===== src/rtl/la_iotxdiff_ctrl.sv =====
// Transmit sequencer for one differential TX pad: warm-up, alternating preamble,
// LSB-first serial data, then a driven-low tail, with registered pad pins.
module la_iotxdiff_ctrl #(
  parameter int DW   = 8,
  parameter int WARM = 2,
  parameter int PRE  = 4,
  parameter int HOLD = 3
) (
  input  logic          i_clk,
  input  logic          i_reset,
  input  logic          i_en,
  input  logic          i_in_valid,
  input  logic [DW-1:0] i_in_data,
  output logic          o_in_ready,
  output logic          o_tx_a,
  output logic          o_tx_oe,
  output logic          o_busy
);

  localparam int MAX_AB = (DW > WARM) ? DW : WARM;
  localparam int MAX_CD = (PRE > HOLD) ? PRE : HOLD;
  localparam int MAXC   = (MAX_AB > MAX_CD) ? MAX_AB : MAX_CD;
  localparam int CW     = $clog2(MAXC + 1);
  localparam bit HAS_PRE = (PRE > 0);

  localparam logic [CW-1:0] C_WARM = CW'(WARM - 1);
  localparam logic [CW-1:0] C_PRE  = CW'((PRE > 0) ? PRE - 1 : 0);
  localparam logic [CW-1:0] C_DW   = CW'(DW - 1);
  localparam logic [CW-1:0] C_HOLD = CW'(HOLD - 1);

  typedef enum logic [2:0] {S_IDLE, S_WARM, S_PRE, S_DATA, S_TAIL} state_t;

  state_t        r_state, w_state_nxt;
  logic [CW-1:0] r_cnt, w_cnt_nxt;
  logic [DW-1:0] r_shift, w_shift_nxt;
  logic          r_pbit, w_pbit_nxt;
  logic          r_tx_a, r_tx_oe;
  logic          w_tx_a_nxt;
  logic          w_last;
  logic          w_accept;

  // Counter holds cycles remaining in the current state; zero marks the final cycle.
  assign w_last     = (r_cnt == '0);
  assign o_in_ready = i_en & ~i_reset &
                      ((r_state == S_IDLE) | (r_state == S_TAIL) |
                       ((r_state == S_DATA) & w_last));
  assign w_accept   = o_in_ready & i_in_valid;

  always_comb begin
    w_state_nxt = r_state;
    w_cnt_nxt   = w_last ? r_cnt : r_cnt - 1'b1;
    w_shift_nxt = r_shift;
    w_pbit_nxt  = ~r_pbit;
    case (r_state)
      S_IDLE: begin
        if (w_accept) begin
          w_state_nxt = S_WARM;
          w_cnt_nxt   = C_WARM;
          w_shift_nxt = i_in_data;
        end
      end
      S_WARM: begin
        if (w_last) begin
          if (HAS_PRE) begin
            w_state_nxt = S_PRE;
            w_cnt_nxt   = C_PRE;
            w_pbit_nxt  = 1'b1;
          end else begin
            w_state_nxt = S_DATA;
            w_cnt_nxt   = C_DW;
          end
        end
      end
      S_PRE: begin
        if (w_last) begin
          w_state_nxt = S_DATA;
          w_cnt_nxt   = C_DW;
        end
      end
      S_DATA: begin
        if (!w_last) begin
          w_shift_nxt = r_shift >> 1;
        end else if (w_accept) begin
          w_cnt_nxt   = C_DW;
          w_shift_nxt = i_in_data;
        end else begin
          w_state_nxt = S_TAIL;
          w_cnt_nxt   = C_HOLD;
        end
      end
      S_TAIL: begin
        // The line is still driven here, so a new word skips warm-up.
        if (w_accept) begin
          w_shift_nxt = i_in_data;
          if (HAS_PRE) begin
            w_state_nxt = S_PRE;
            w_cnt_nxt   = C_PRE;
            w_pbit_nxt  = 1'b1;
          end else begin
            w_state_nxt = S_DATA;
            w_cnt_nxt   = C_DW;
          end
        end else if (w_last) begin
          w_state_nxt = S_IDLE;
        end
      end
      default: w_state_nxt = S_IDLE;
    endcase

    case (w_state_nxt)
      S_DATA:  w_tx_a_nxt = w_shift_nxt[0];
      S_PRE:   w_tx_a_nxt = w_pbit_nxt;
      default: w_tx_a_nxt = 1'b0;
    endcase
  end

  always_ff @(posedge i_clk) begin
    if (i_reset) begin
      r_state <= S_IDLE;
      r_cnt   <= '0;
      r_shift <= '0;
      r_pbit  <= 1'b0;
      r_tx_a  <= 1'b0;
      r_tx_oe <= 1'b0;
    end else begin
      r_state <= w_state_nxt;
      r_cnt   <= w_cnt_nxt;
      r_shift <= w_shift_nxt;
      r_pbit  <= w_pbit_nxt;
      r_tx_a  <= w_tx_a_nxt;
      r_tx_oe <= (w_state_nxt != S_IDLE);
    end
  end

  assign o_tx_a  = r_tx_a;
  assign o_tx_oe = r_tx_oe;
  assign o_busy  = (r_state != S_IDLE);

endmodule


===== config.mk =====
export PLATFORM = sky130hd
export DESIGN_NAME = la_iotxdiff_ctrl
export DESIGN_NICKNAME = d
export VERILOG_FILES = /design/src/rtl/la_iotxdiff_ctrl.sv
export SDC_FILE = /design/constraint.sdc
export NUM_CORES = 1
export LEC_CHECK = 0
export CAP_MARGIN = 20
export CORE_MARGIN = 2
export CORE_UTILIZATION = 46
export DETAILED_ROUTE_END_ITERATION = 8
export PLACE_DENSITY = 0.76
export SETUP_SLACK_MARGIN = 0.4
export SLEW_MARGIN = 40
export SYNTH_ARGS = -nofsm -noshare
export SYNTH_HDL_FRONTEND = slang
export SYNTH_SLANG_ARGS = --single-unit

===== constraint.sdc =====
create_clock -name i_clk -period 1.8 [get_ports i_clk]
set_input_delay 0.36 -clock i_clk [delete_from_list [all_inputs] [get_ports i_clk]]
set_output_delay 0.36 -clock i_clk [all_outputs]
set_load 0.02 [all_outputs]

# Word level (Yosys, flattened, before mapping)
# Index checks and enable logic that the tools add are counted.
# word_totals
reg_bits,18
input_bits,12
output_inout_bits,4
word_cells,51
# classes
addsub,1
eq_ne,6
mux,23
n_bitwise,8
n_reduce_logical,6
# op_table
op,count
$mux 3,8
$mux 4,6
$pmux 4 s5,1
$mux 8,2
$pmux 8 s2,1
$pmux 3 s5,1
$eq 3x2->1 const B,4
$reduce_bool 3->1,2
$and 1x1->1,4
$logic_not 4->1,1
$pmux 1 s2,2
$sub 4x1->4 const B,1
$eq 3x1->1 const B,1
$eq 3x3->1 const B,1
$logic_not 3->1,1
$mux 1,2
$not 1->1,2
$or 1x1->1,2
$reduce_bool 2->1,1
$reduce_or 2->1,1

# Longest topological paths before layout
# Gate-level depths: netlist (run 1).
# depth
word_depth,10
ltp_mapped,10
ltp_nobuf,10

# Worst setup path before layout (run 1)
# Ideal clock, no wire load.
# synth_path
kind,reg2out
start,reg r_cnt[0]
end,out o_in_ready
arrival_time_ns,1.586
t_required_ns,1.440
path_slack_ns,-0.146
path_stages_with_launch,6
path_buffers,0
path_cell_list,dfxtp_1 -> inv_1 -> ha_1 -> nor3b_4 -> a21oi_4 -> nor3b_1
# synth_via
elab_chain_len,4
# synth_lines
element,line,rtl
"start, declared",34,"logic [CW-1:0] r_cnt, w_cnt_nxt;"
"start signal, assigned",127,r_cnt <= w_cnt_nxt;
$logic_not 4->1,43,assign w_last = (r_cnt == '0);
$and 1x1->1,46,((r_state == S_DATA) & w_last));
$or 1x1->1,45,((r_state == S_IDLE) | (r_state == S_TAIL) |
$and 1x1->1,44,assign o_in_ready = i_en & ~i_reset &
"end, declared",14,"output logic o_in_ready,"
# Every way passes these cells.

# Worst setup path after layout (run 1)
# layout_path
start,reg r_cnt[1]
end,reg r_tx_a (netlist: o_tx_a)
# layout_via
elab_chain_len,10
elab_cells_between_ends,22
classes_between,eq/ne: 2; mux: 15; bitwise: 4; reduce/logical: 1
# layout_lines
element,line,rtl
$logic_not 4->1 *,43,
$and 1x1->1,46,
$or 1x1->1,45,
$and 1x1->1,44,
$and 1x1->1,47,assign w_accept = o_in_ready & i_in_valid;
$mux 3,83,end else if (w_accept) begin
$mux 3,81,if (!w_last) begin
$pmux 3 s5,54,case (r_state)
$eq 3x2->1,110,case (w_state_nxt)
$pmux 1 s2 *,110,
"end signal, assigned",130,r_tx_a <= w_tx_a_nxt;
"end, declared",37,"logic r_tx_a, r_tx_oe;"
# Mark *: on every way between the ends. The rest lies on a longest branch, timed or not.
# A chain may end at the register's enable or synchronous reset.

==> metrics, run 1 <==
Fin Setup TNS -0.1264 ns; Critical Path Source Type flop; net count after synthesis 130; initial cell density of the core 48.80%; leading cell types in the layout, fill and taps excluded buf_4, dfxtp_1, a21oi_1; first-pass GRT wire length 4.519 mm; DR vias/cell 5.602; CP max stage cell dfxtp_2; Post-synth ARST share 0%; DR iter-0 viols 19; RSZ-0062 raised after global routing yes; fmax 542.6 MHz; Worst Tran Pin Value 0.3140 ns; initial antenna violation count 0; post-route ant nets 0; io pins 16; Hold Vio Cnt, Final 0; nets 174; Mapped Cells 116; DR DRC count 0; Worst Setup EP o_tx_a; final WL 2.807 mm; CTS tree built; GRT Overall Usage 23.58%; DR vias 1042; Overflow after GRT 0; critical path capture point type flop; reg2reg end o_tx_a; outcome complete, but fails checks; Min-Delay Path Class reg2reg; Post-synth EDFFs 0; Tcrit/Tclk final 102.4%; Setup violations, final 4; drt first pass iters 4; H-tree depth 1; r2r startpoint r_cnt[1]; critical path buffer and inverter count 4; pwr dens 1263 nW/um^2; total CTS buffers 3; Mapped Area 967.2 sq um; Top delay family on crit path compound AO/OA/AOI/OAI gates; Seq/Total Area, Yosys 37.26%; max-cap violation count 0; failing checks setup timing; CP arrival 2.04 ns; Slew Limit Fails 0; area grow syn2layout 63.13%; worst vdd ir 750.3 uV; Setup CP Type reg2reg; cell count along the critical path 9; min-delay src r_pbit; reg2reg setup slack -0.04 ns; Clock Tree Buf Depth 2; path depth of the worst reg2reg path 9; final worst slack -0.04307 ns; vias in the first global route 1033; worst path cell trace inv_2, ha_4, nor3b_4, buf_4, buf_8, inv_8, and3_4, a221o_1, o211a_1; syn avg cell area 8.338 sq um; max_slew headroom 78.85%; commonest non-fill, non-tap cell in the layout buf_4; largest net degree at the start of global routing 17; Post-synth top flop dfxtp_1; synth warn 0; CP peak stage delay 0.34 ns; height of the die 49.86 microns; worst skew pair latency 0.29 ns; fin util 79.61%; share of cells above drive strength 1 49.69%; Critical Path RT 2.00 ns; core area 1982 sq um; diode count 0; Cell variety after synth 37; Final HPWL DP 1.766 mm; Setup crit start r_cnt[1]; Std-Cell Rows 16; crit path max fanout 6; CTS clk-pin slew, worst paths 0.10 ns; clk sink count 18; die width 49.86 microns; IO buf count 15; crit path time final 1.843 ns; drt wl/cell 15.09 microns; clock skew 0.005813 ns; gpl congestion 0.8241; hold buffers post-CTS 0; static leakage 0.0006360 uW; synthesized flop and latch total 18; CTS root buf clkbuf_4; die area 2486 sq um
repair_timing:
item,in CTS,in global routing
setup buffers,6,3
resized for setup,50,7
setup endpoints to repair,21,20
pin swaps,14,6
state kept, by name, indices dropped and copies added (netlist names):
signal	flops
o_tx_oe	1
r_pbit	1
r_cnt	4
r_state	3
o_tx_a	1
r_shift	8
worst min-delay path by stage:
stage | endpoint | cells after the start
floorplan | r_pbit | 1
global placement | r_pbit | 1
detailed placement | r_pbit | 1
CTS | r_pbit | 1
global route | r_shift[1] | 2
finish | r_pbit | 1
worst register-to-register path: cells and delay by family, from the launching register on:
kind	cells	cell delay [ns]
buffers and inverters	4	0.39
AO/OA/AOI/OAI	2	0.51
AND/OR/NAND/NOR	2	0.37
adder cells (fa/ha/maj)	1	0.12
flip-flops	1	0.34
cell families after synthesis:
| family | share of synthesized area (%) |
|---|---|
| AOI/OAI and AO/OA | 23.80 |
| xor gates and xnor gates | 0.9057 |
| adders and majority gates | 2.587 |
| buffers and inverters | 7.373 |
| DFF | 37.26 |
| muxes | 1.035 |
| and+or+nand+nor | 27.04 |
where the power goes:
part,leakage [uW],switching [uW],internal (uW)
clock,0.0000210,125,123
combinational,0.000466,580,658
sequential,0.000149,41.8,465
total,0.000636,747,1250
through the flow:
step / setup WS [ns] / total power, uW / hold WS, ns / cell area, sq um / std cells
after floorplan: 0.09175 / 1068 / 0.4122 / 1016 / 116
after global placement: -0.2152 / 1338 / 0.4258 / 1318 / 173
after detailed placement: -0.2482 / 1368 / 0.4417 / 1318 / 173
after CTS: -0.05276 / 1883 / 0.4626 / 1530 / 183
after global routing: -0.1729 / 2105 / 0.4983 / 1578 / 186
final: -0.04307 / 1993 / 0.4595 / 1578 / 186
area by class of cell:
type,count,area [sq um]
clock buffer,4,36.28
fill,112,404.1
inverter,4,22.52
multi-input combinational,86,695.7
sequential,18,366.6
tap,27,33.78
timing repair buffer,47,422.9
metal layers:
metal  part of all wire [%]  track usage, %
met1                     41           29.41
met5                      0               0
met3                    6.7           3.333
met4                    1.8           10.19
met2                     50           40.22
cell usage after synthesis, types with 3 or more instances:
library cell / instances / area [sq um]
clkbuf_1: 3 / 11.26
or3_1: 3 / 18.77
o21ai_0: 4 / 20.02
inv_1: 3 / 11.26
nand2_1: 12 / 45.04
nor2b_1: 3 / 18.77
nor2_1: 8 / 30.03
a22oi_1: 6 / 45.04
dfxtp_1: 18 / 360.4
a21oi_1: 13 / 65.06
nor3_1: 6 / 30.03
No activity file was read; power rests on OpenSTA's default activity.
==> inputs of run 2 (changes only) <==
Settings changed: TNS_END_PERCENT from default to 100.
==> results of run 2 <==
No change in the layout: final DEF, timing and power equal those of run 1.
==> inputs of run 3 (changes only) <==
Settings changed: ABC_CLOCK_PERIOD_IN_PS from default to 1800, CAP_MARGIN 20 to default.
==> results of run 3 <==
No change in the layout: final DEF, timing and power equal those of run 1.
